### src/rtl/mem_readback_scanner.sv
// -----------------------------------------------------------------------------
// mem_readback_scanner
//
// Sweeps every address of a block RAM's registered read port, streams each word
// out over a valid/ready interface and checks it against the even/odd tile
// pattern, so a reinitialised RAM can be shown to hold its original contents.
//
// Ports
//   clk              sole clock, rising edge
//   reset            synchronous, active-high reset
//   start            begin a scan (honoured only in IDLE or DONE)
//   cmp_en           count mismatches for this scan (sampled with start)
//   raddr            memory read address (holds when no read is issued)
//   rdata            memory read data, valid the cycle after raddr
//   m_valid/m_ready  stream handshake
//   m_data/m_addr    streamed word and its address
//   m_last           high with the word at address DEPTH-1
//   busy             high while scanning or draining
//   done             level, high from scan completion until next start/reset
//   err_count        mismatch count for the current or last scan
//   first_err_valid  at least one mismatch seen
//   first_err_addr   address of the first mismatch
// -----------------------------------------------------------------------------
module mem_readback_scanner #(
    parameter int              ADDR_W   = 12,
    parameter int              DEPTH    = 4096,
    parameter int              WID      = 18,
    parameter logic [WID-1:0]  PAT_EVEN = 18'h0AA55,
    parameter logic [WID-1:0]  PAT_ODD  = 18'h355AA
) (
    input  logic              clk,
    input  logic              reset,
    input  logic              start,
    input  logic              cmp_en,
    output logic [ADDR_W-1:0] raddr,
    input  logic [WID-1:0]    rdata,
    output logic              m_valid,
    input  logic              m_ready,
    output logic [WID-1:0]    m_data,
    output logic [ADDR_W-1:0] m_addr,
    output logic              m_last,
    output logic              busy,
    output logic              done,
    output logic [ADDR_W:0]   err_count,
    output logic              first_err_valid,
    output logic [ADDR_W-1:0] first_err_addr
);

    localparam logic [ADDR_W-1:0] LAST_ADDR = ADDR_W'(DEPTH - 1);

    typedef enum logic [1:0] {
        S_IDLE,
        S_SCAN,
        S_DRAIN,
        S_DONE
    } state_t;

    typedef struct packed {
        logic [WID-1:0]    data;
        logic [ADDR_W-1:0] addr;
        logic              last;
    } entry_t;

    state_t            state_q, state_d;

    logic [ADDR_W-1:0] addr_cnt_q, addr_cnt_d;   // next address to issue
    logic [ADDR_W-1:0] raddr_q, raddr_d;         // last issued address
    logic              cap_q, cap_d;             // rdata holds a real read this cycle
    logic [ADDR_W-1:0] cap_addr_q, cap_addr_d;   // address of that read
    logic              cmp_en_q, cmp_en_d;
    logic [ADDR_W:0]   err_count_q, err_count_d;
    logic              first_err_valid_q, first_err_valid_d;
    logic [ADDR_W-1:0] first_err_addr_q, first_err_addr_d;

    // Two-entry output buffer; ent0 is the head and drives m_* directly.
    entry_t            ent0_q, ent0_d;
    entry_t            ent1_q, ent1_d;
    logic [1:0]        count_q, count_d;

    logic              start_ok;
    logic              pop;
    logic              issue;
    logic              mismatch;
    logic [WID-1:0]    expected;
    entry_t            new_ent;

    // ------------------------------------------------------------------
    // Handshake and read-issue decisions
    // ------------------------------------------------------------------
    assign start_ok = start && (state_q == S_IDLE || state_q == S_DONE);
    assign pop      = (count_q != 2'd0) && m_ready;

    // Issue only while the words already held plus the one in flight, less
    // the one leaving now, leave room for another: the buffer can never
    // overflow, and with m_ready high the pipe still sustains one word/cycle.
    assign issue = (state_q == S_SCAN) &&
                   (({1'b0, count_q} + {2'b00, cap_q} - {2'b00, pop}) < 3'd2);

    assign raddr = issue ? addr_cnt_q : raddr_q;

    assign expected = cap_addr_q[0] ? PAT_ODD : PAT_EVEN;
    assign mismatch = cap_q && cmp_en_q && (rdata != expected);

    assign new_ent = '{data: rdata, addr: cap_addr_q, last: (cap_addr_q == LAST_ADDR)};

    // ------------------------------------------------------------------
    // FSM: state register
    // ------------------------------------------------------------------
    // NOTE: flops use non-blocking assignments so every register samples the
    // pre-edge values of the others, independent of process ordering.
    always_ff @(posedge clk) begin
        if (reset) begin
            state_q <= S_IDLE;
        end else begin
            state_q <= state_d;
        end
    end

    // ------------------------------------------------------------------
    // FSM: next-state logic
    // ------------------------------------------------------------------
    // NOTE: every combinational output gets a default first, so no path leaves
    // a value unassigned and no latch is inferred.
    always_comb begin
        state_d = state_q;
        unique case (state_q)
            S_IDLE:  if (start)                          state_d = S_SCAN;
            S_SCAN:  if (issue && addr_cnt_q == LAST_ADDR) state_d = S_DRAIN;
            S_DRAIN: if (pop && ent0_q.last)             state_d = S_DONE;
            S_DONE:  if (start)                          state_d = S_SCAN;
            default:                                     state_d = S_IDLE;
        endcase
    end

    // ------------------------------------------------------------------
    // FSM: outputs
    // ------------------------------------------------------------------
    always_comb begin
        busy = (state_q == S_SCAN) || (state_q == S_DRAIN);
        done = (state_q == S_DONE);
    end

    // ------------------------------------------------------------------
    // Datapath next-state
    // ------------------------------------------------------------------
    always_comb begin
        addr_cnt_d        = addr_cnt_q;
        raddr_d           = raddr_q;
        cap_d             = issue;
        cap_addr_d        = cap_addr_q;
        cmp_en_d          = cmp_en_q;
        err_count_d       = err_count_q;
        first_err_valid_d = first_err_valid_q;
        first_err_addr_d  = first_err_addr_q;
        ent0_d            = ent0_q;
        ent1_d            = ent1_q;
        count_d           = count_q;

        if (start_ok) begin
            addr_cnt_d        = '0;
            cmp_en_d          = cmp_en;
            err_count_d       = '0;
            first_err_valid_d = 1'b0;
            first_err_addr_d  = '0;
        end

        if (issue) begin
            addr_cnt_d = addr_cnt_q + 1'b1;
            raddr_d    = addr_cnt_q;
            cap_addr_d = addr_cnt_q;
        end

        // Compare on capture; nothing is in flight in IDLE/DONE, so this never
        // collides with the clear done by start.
        if (mismatch) begin
            err_count_d = err_count_q + 1'b1;
            if (!first_err_valid_q) begin
                first_err_valid_d = 1'b1;
                first_err_addr_d  = cap_addr_q;
            end
        end

        unique case ({cap_q, pop})
            2'b01: begin
                ent0_d  = ent1_q;
                count_d = count_q - 2'd1;
            end
            2'b10: begin
                if (count_q == 2'd0) ent0_d = new_ent;
                else                 ent1_d = new_ent;
                count_d = count_q + 2'd1;
            end
            2'b11: begin
                if (count_q == 2'd1) begin
                    ent0_d = new_ent;
                end else begin
                    ent0_d = ent1_q;
                    ent1_d = new_ent;
                end
            end
            default: ;
        endcase
    end

    // ------------------------------------------------------------------
    // Datapath registers
    // ------------------------------------------------------------------
    // NOTE: the buffer entries are reset even though they are storage, because
    // the head entry drives m_data/m_addr/m_last straight to the ports and
    // those must read zero out of reset.
    always_ff @(posedge clk) begin
        if (reset) begin
            addr_cnt_q        <= '0;
            raddr_q           <= '0;
            cap_q             <= 1'b0;
            cap_addr_q        <= '0;
            cmp_en_q          <= 1'b0;
            err_count_q       <= '0;
            first_err_valid_q <= 1'b0;
            first_err_addr_q  <= '0;
            ent0_q            <= '0;
            ent1_q            <= '0;
            count_q           <= 2'd0;
        end else begin
            addr_cnt_q        <= addr_cnt_d;
            raddr_q           <= raddr_d;
            cap_q             <= cap_d;
            cap_addr_q        <= cap_addr_d;
            cmp_en_q          <= cmp_en_d;
            err_count_q       <= err_count_d;
            first_err_valid_q <= first_err_valid_d;
            first_err_addr_q  <= first_err_addr_d;
            ent0_q            <= ent0_d;
            ent1_q            <= ent1_d;
            count_q           <= count_d;
        end
    end

    assign m_valid         = (count_q != 2'd0);
    assign m_data          = ent0_q.data;
    assign m_addr          = ent0_q.addr;
    assign m_last          = ent0_q.last;
    assign err_count       = err_count_q;
    assign first_err_valid = first_err_valid_q;
    assign first_err_addr  = first_err_addr_q;

endmodule

### config.mk
export PLATFORM = sky130hd
export DESIGN_NAME = mem_readback_scanner
export DESIGN_NICKNAME = d
export VERILOG_FILES = /design/src/rtl/mem_readback_scanner.sv
export SDC_FILE = /design/constraint.sdc
export NUM_CORES = 1
export LEC_CHECK = 0
export CAP_MARGIN = 5
export CORE_ASPECT_RATIO = 1.75
export CORE_MARGIN = 2
export CORE_UTILIZATION = 57
export DETAILED_ROUTE_END_ITERATION = 12
export PLACE_DENSITY = 0.91
export SKIP_LAST_GASP = 1
export SYNTH_ARGS = -nofsm -noshare
export SYNTH_HDL_FRONTEND = slang
export SYNTH_SLANG_ARGS = --single-unit
### constraint.sdc
create_clock -name clk -period 6.7 [get_ports clk]
set_input_delay 1.675 -clock clk [delete_from_list [all_inputs] [get_ports clk]]
set_output_delay 1.675 -clock clk [all_outputs]
set_load 0.1 [all_outputs]
## Yosys cells after proc, flatten, opt, wreduce, memory -nomap -nowiden

Cells that the tools add are included.

- Register bits: 130
- Bits in latches: 0
- Memory bits (writable): 0
- Bits in read-only memories: 0
- Bits of input ports: 23
- Word-level logic and storage cells: 83
- Memories kept: 0

- $add $sub $neg: 6
- Multiply operators: 0
- Div/mod/pow operators: 0
- $lt $le $gt $ge: 1
- Eq/ne operators: 16
- Shifts and indexed selects: 0
- Multiplexer cells: 23
- Bitwise logic cells: 0
- Reductions and logical operators: 21

Operators by type and width:

| kind | count |
|---|---|
| $mux 31 | 4 |
| $pmux 31 s3 | 1 |
| $mux 12 | 6 |
| $pmux 31 s2 | 1 |
| $mux 13 | 2 |
| $eq 12x12->1 const B | 2 |
| $mux 18 | 1 |
| $ne 18x18->1 | 1 |
| $add 13x1->13 const B | 1 |
| $add 12x1->12 const B | 1 |
| $ne 2x2->1 const B | 5 |
| $reduce_bool 2->1 | 5 |
| $eq 2x2->1 const B | 4 |
| $logic_and 1x1->1 | 7 |
| $eq 2x1->1 const B | 3 |
| $mux 2 | 3 |
| $pmux 2 s3 | 1 |
| $reduce_and 3->1 | 2 |
| $logic_not 2->1 | 2 |
| $pmux 2 s2 | 1 |
| $add 2x1->3 | 1 |
| $lt 3x2->1 const B | 1 |
| $mux 1 | 3 |
| $reduce_bool 3->1 | 1 |
| 7 further kinds | 8 |

## Longest topological paths before layout

Gate-level depths: netlist of the first run.

- Depth in word-level cells: 8
- Mapped depth: 13
- Gate-level depth less buffers: 12

## Worst setup path before layout of the first run

Ideal clock, no wire load.

- Path type: input-to-output
- Start: input port m_ready
- End: output port raddr[10]
- Arrival: 4.395 ns
- Required time: 5.025 ns
- Slack: 0.630 ns
- Stages: 11
- Buffers on the path: 2
- Cells stage by stage: nor2b_1 inv_1 nor2_1 o21ai_0 fa_1 xnor2_1 and3_1 clkbuf_1 clkbuf_1 nand2_1 nand2_1

- Longest elaborated chain between the ends: 5

Ends and longest elaborated chain:

| what | line | RTL |
|---|---|---|
| start: declaration | 38 | `input logic m_ready,` |
| $logic_and 1x1->1 | 91 | `assign pop = (count_q != 2'd0) && m_ready;` |
| $sub 3x1->3 | 97 | `(({1'b0, count_q} + {2'b00, cap_q} - {2'b00, pop}) < 3'd2);` |
| $lt 3x2->1 | 97 |  |
| $logic_and 1x1->1 | 96 | `assign issue = (state_q == S_SCAN) &&` |
| $mux 12 | -- |  |
| end: declaration | 35 | `output logic [ADDR_W-1:0] raddr,` |

Every way passes these cells.

## Worst setup path in the final report of the first run

- Start: input port m_ready
- End: output port raddr[1]

The elaborated chain is that of the path after synthesis.

==> results of run 1 <==
layout by cell type (no fill, tap or decap), drive strengths merged, types with 3 or more instances in the layout:
cell           count
nand2            136
dfxtp            130
a21oi             82
clkdlybuf4s50     81
nor2              52
a22oi             32
a211oi            31
nand3             22
buf               21
clkbuf            20
o211ai            14
o21ai             11
nor3              11
inv               11
nand4             10
ha                 9
and3               7
a221o              7
nand3b             5
clkinvlp           5
or3                4
nor4               4
a311oi             4
nor2b              3
xnor2              3
and2               3
mux2               3
clkinv             3
and4bb             3
nor4b              3
a22o               3
sequential cells by signal (all words and copies together) (netlist names):
| signal | cells |
|---|---|
| ent1_q | 31 |
| first_err_addr | 12 |
| cap_addr_q | 12 |
| m_addr | 12 |
| raddr_q | 12 |
| addr_cnt_q | 12 |
| cmp_en_q | 1 |
| cap_q | 1 |
| count_q | 2 |
| first_err_valid | 1 |
| err_count | 13 |
| m_last | 1 |
| m_data | 18 |
| state_q | 2 |
routing by layer:
metal,track usage (%),up-vias
met5,0,-
met4,21.4,0
met3,7.87,87
li1,-,2563
met1,32.9,2616
met2,52.9,301
critical path, delay by kind of cell:
kind | cells | cell delay, ps
adder cells (fa/ha/maj) | 1 | 420
XOR/XNOR | 1 | 260
AO/OA/AOI/OAI | 1 | 160
buffers and inverters | 4 | 1130
AND/OR/NAND/NOR | 5 | 1010
report_power, final:
part | internal [µW] | switching [µW]
clock | 576 | 352
combinational | 333 | 1080
sequential | 881 | 84.7
through the flow:
stage               instance area, µm²  utilization, %
floorplan                         5620               -
global placement                  6720            69.1
detailed placement                6720            69.1
CTS                               7320            75.2
global route                      7320            75.2
finish                            7320            75.2
cell families (layout without fill, tap and decap cells):
family	Yosys count	after routing	synth area share [%]
and+or+nand+nor	273	273	22.7
AOI/OAI and AO/OA	193	193	23.0
DFF	130	130	46.3
buffers and inverters	56	143	4.14
adders and majority gates	10	10	2.36
xor gates and xnor gates	5	5	0.779
muxes	4	4	0.779
final cells by class:
cell class              instances  area, µm²  area share [%]
multi-input cells             485       2810            38.4
repair buffers                102       1120            15.3
flip-flops and latches        130       2600            35.6
clock buffers                  20        467            6.38
inverters                       9       33.8           0.462
well taps                     125        156            2.14
clock inverters                12        130            1.78
path summary, 6_finish.rpt:
check	startpoint	endpoint	slack [ps]	cells past startpoint
min reg2reg	ent1_q[4]	ent1_q[4]	450	2
max	m_ready	raddr[1]	350	12
min	ent1_q[4]	ent1_q[4]	450	2
max reg2reg	count_q[1]	state_q[1]	3110	13
==> run metrics, run 1 <==
status=finished clean; setup ws final=351 ps; Tcrit/Tclk final=94.8%; # resized after CTS=0; FFs w/ async S/R, synth=0%; I/O pins=95; Peak Freq=158 MHz; Slowest-stage cell, CP=clkdlybuf4s50_1; CP peak stage delay=580 ps; yosys warns=0; clock transition at the registers of the reported paths=~50 ps; routed vias/inst=6.30; DR top layer=met4; pin count of the biggest net entering global routing=116; PortBufs=94; final wirelength=16100 µm; H-tree levels=4; layout cell share with drive strength beyond 1=9.37%; DR WL/cell=18.2 µm; vias post-DR=5567; Mapped Cells=~670; CTS Buffer Depth=2; initial antenna violation count=0; Final Hold Fails=0; worst hold slack=453 ps; setup repair after global routing missed its margin=false; maximum VDD drop=0.000338 V; Post-CTS Setup Bufs=0; first-pass GRT wire length=~26000 µm; Avg Cell Area, Syn=8.38 µm²; Seq cells post-synth=130; ant diodes=0; fill count=679; clock skew=7.98 ps; clock sink count=130; Rows=48; CP Cell Sequence=clkdlybuf4s50_1, nor2b_1, inv_1, nor2_1, o21ai_0, fa_1, xnor2_1, and3_1, buf_4, nand2_1, nand2_1, buf_12; vias in the first global route=5371; crit path DAT=approximately 4700 ps; startpoint types=input pin; 1st-pass router iterations=5; setup violators final=0; clk_lat worst skew=~430 ps; WL met1=5470 µm; Hold Buf Count CTS=0; post-route minimum period=around 6300 ps; LEAKAGE=around 0.0025 µW; DRC violations left=0; Tot GR Track Use=about 31%; sequential cell area fraction in the yosys report=46.3%; Distinct cells, synth=54; met2 WL=8430 µm; Fin Setup TNS=0 ps; syn nets=704; Worst Max-Slew Pin Slew=1200 ps; met3 WL=between 1000 and 1500 µm; placed instance count=851; Synth Cell Area=5620 µm²; most frequent cell after synthesis=nand2_1; Max Slew Vio Count=0; Remaining Overflow, GRT=0; PD cells=between 400 and 500 nW/µm²; Post-Layout Cell Count=883; post-DP HPWL=10400 µm; Routed Antenna Nets=0; clock buffer count from CTS=17; routability congestion estimate=0.837; Slew headroom=20.0%; Primary FF master, synth=dfxtp_1; Initial Util=57.8%; cell mode on critical path=nand2_1; crit path kind=in -> out; maximum fanout along the worst path=20; Hold WC Path Type=reg -> reg; Tot Pwr=3310 µW; worst endpoint required time=5030 ps; top cells by count, synth=nand2_1 (136), dfxtp_1 (130), a21oi_1 (82); Root Buffer=clkbuf_16; Syn-to-layout area delta=30.2%; Post-synth EDFFs=0; Starting DRT DRC Count=660; DP Worst Slack=427 ps; Die Height=~140 µm; CTS tree=built; CORE AREA=9730 µm²; CP Capture Type=primary output; NumNets Final=778; Die Wd=79.1 µm; synth top area cells=dfxtp_1 (46%), nand2_1 (9.1%), a21oi_1 (7.3%), a211oi_1 (4.1%), a22oi_1 (4.1%); cell taking the most area after synthesis=dfxtp_1; # Max-Cap Violations=0; Die ar.=10700 µm²; share of the synthesized area in the top cell type=46.3%
Power figures use the tool's default switching activity.
==> run 2: changes to the inputs <==
--- a/config.mk
+++ b/config.mk
@@ -10,6 +10,7 @@
 export CORE_MARGIN = 2
 export CORE_UTILIZATION = 57
 export DETAILED_ROUTE_END_ITERATION = 12
+export MAX_ROUTING_LAYER = met4
 export PLACE_DENSITY = 0.91
 export SKIP_LAST_GASP = 1
 export SYNTH_ARGS = -nofsm -noshare
==> run 2 against run 1 <==
Against the previous run:
- total power down 0.18%
- cell area unchanged
- maximum frequency shrank 0.17%
- first-iteration DRC count fell by 20%
- critical endpoint unchanged
==> run metrics, run 2 (synthesis gave the netlist of run 1 again) <==
Worst Max-Slew Pin Slew=1220 ps (+14.7 ps); CP peak stage delay=590 ps (about the same); Flop pwr share=29.2% (about the same); Peak Freq=157 MHz (-0.17%); Post-CTS Setup Bufs=0 (unchanged); pin count of the biggest net entering global routing=116 (unchanged); Routed Antenna Nets=0 (unchanged); PD cells=452 nW/µm² (-0.18%); post-route minimum period=6360 ps (+11.0 ps); worst hold slack=453 ps (-0.111 ps); commonest non-fill, non-tap cell in the layout=nand2_1; Slew headroom=19.0% (-0.98 points); post-DP HPWL=10400 µm (unchanged); crit path kind=in -> out; Max Slew Vio Count=0 (unchanged); Post-Route Utilization=75.2% (unchanged); NumNets Final=778 (unchanged); Critical Path Source=m_ready; switch share=45.8% (-0.11 points); # resized after CTS=0 (unchanged); Logic pwr share=42.8% (about the same); Int Pwr=1790 µW (about the same); Die ar.=10700 µm² (unchanged); Tot GR Track Use=31.8% (+0.80 points); Die Height=135 µm (unchanged); CTS Buffer Depth=2 (unchanged); CORE AREA=9730 µm² (unchanged); clock share of power=28.0% (about the same); Remaining Overflow, GRT=0 (unchanged); Fin Setup TNS=0 ps (unchanged); P_sw=1510 µW (-0.42%); crit path DAT=4680 ps (about the same); routed vias/inst=6.27 (-0.61%); worst endpoint required time=5030 ps (about the same); PortBufs=94 (unchanged); setup repair after global routing missed its margin=false; clock buffer count from CTS=17 (unchanged); area of the multi-input gates=2810 µm² (unchanged); startpoint types=input pin; first-pass GRT wire length=25700 µm (-0.40%); placed instance count=851 (unchanged); 1st-pass router iterations=6 (+1); status=finished clean; maximum VDD drop=0.000338 V (about the same); CP Cell Sequence=clkdlybuf4s50_1, nor2b_1, inv_1, nor2_1, o21ai_0, fa_1, xnor2_1, and3_1, buf_4, nand2_1, nand2_1, buf_12; Die Wd=79.1 µm (unchanged); clk_lat worst skew=420 ps (about the same); initial antenna violation count=0 (unchanged); Reg with most FFs=ent1_q; Starting DRT DRC Count=530 (-20%); Hold Buf Count CTS=0 (unchanged); clock skew=6.85 ps (-1.13 ps); CTS tree=built; clock sink count=130 (unchanged); Slowest-stage cell, CP=clkdlybuf4s50_1; Syn-to-layout area delta=30.2% (unchanged); I/O pins=95 (unchanged); H-tree levels=4 (unchanged); most frequent cells in the layout=nand2_1 (135), dfxtp_1 (130), a21oi_1 (82); DRC violations left=0 (unchanged); Rows=48 (unchanged); routability congestion estimate=0.850 (+1.5%); Tot Pwr=3310 µW (-0.18%); maximum fanout along the worst path=20 (unchanged); setup violators final=0 (unchanged); final wirelength=16100 µm (about the same); Final Hold Fails=0 (unchanged); register area=2600 µm² (unchanged); Hold WC Path Type=reg -> reg; # Max-Cap Violations=0 (unchanged); layout cell share with drive strength beyond 1=9.37% (unchanged); LEAKAGE=0.00251 µW (unchanged); cell mode on critical path=nand2_1; max FFs per register=31 (unchanged); Root Buffer=clkbuf_16; worst reg2reg startpoint=count_q[1]; Post-Layout Cell Count=883 (unchanged); Tcrit/Tclk final=94.9% (+0.16 points); hold_sp=ent1_q[4]; clock transition at the registers of the reported paths=50 ps (about the same); fill count=679 (unchanged); ant diodes=0 (unchanged); CP Capture Type=primary output; vias in the first global route=5383 (+0.22%); Initial Util=57.8% (unchanged); vias post-DR=5533 (-0.61%); DR WL/cell=18.2 µm (about the same)
## run 2: per-stage QoR
stage / instance area [µm²] / worst slack (ps)
6_report: 7320 / 340
5_1_grt: 7320 / 38.9
4_1_cts: 7320 / 388
3_5_place_dp: 6720 / 427
3_3_place_gp: 6720 / 628
2_1_floorplan: 5620 / 630
## run 2: worst max-delay path: cells and delay by family
kind | cells | cell delay, ps
buffers and inverters | 4 | 1140
AND/OR/NAND/NOR | 5 | 1030
adder cells (fa/ha/maj) | 1 | 420
XOR/XNOR | 1 | 250
AO/OA/AOI/OAI | 1 | 160
## run 2: final timing paths
check             cells past startpoint  slack, ps    endpoint
hold / removal                        2        450   ent1_q[4]
setup reg to reg                     13       3090  state_q[1]
setup / recovery                     12        340    raddr[1]
hold reg to reg                       2        450   ent1_q[4]
## run 2: power by group through the flow
stage	Sequential (µW)	Clock, µW	Combinational (µW)
3_3_place_gp	972	0	1360
3_5_place_dp	978	0	1400
2_1_floorplan	1530	0	513
5_1_grt	976	964	1480
6_report	966	924	1420
4_1_cts	963	925	1410
## run 2: layout make-up
class | count | share of cell area (%)
multi-input combinational | 485 | 38.4
inverter | 9 | 0.462
clock inverter | 12 | 1.78
tap | 125 | 2.14
sequential | 130 | 35.6
clock buffer | 20 | 6.38
timing repair buffer | 102 | 15.3
## run 2: metal layers
| metal | GRT usage (%) | vias to the layer above | part of all wire (%) |
|---|---|---|---|
| li1 | - | 2562 | - |
| met1 | 32.6 | 2613 | 35 |
| met2 | 52.9 | 280 | 53 |
| met3 | 8.40 | 78 | 6.6 |
| met4 | 20.6 | 0 | 5.8 |
| met5 | - | - | 0 |
==> run 3: changes to the inputs <==
--- a/config.mk
+++ b/config.mk
@@ -10,7 +10,6 @@
 export CORE_MARGIN = 2
 export CORE_UTILIZATION = 57
 export DETAILED_ROUTE_END_ITERATION = 12
-export MAX_ROUTING_LAYER = met4
 export PLACE_DENSITY = 0.91
 export SKIP_LAST_GASP = 1
 export SYNTH_ARGS = -nofsm -noshare
==> results of run 3 <==
No change in the layout: final DEF, timing and power equal those of run 1.
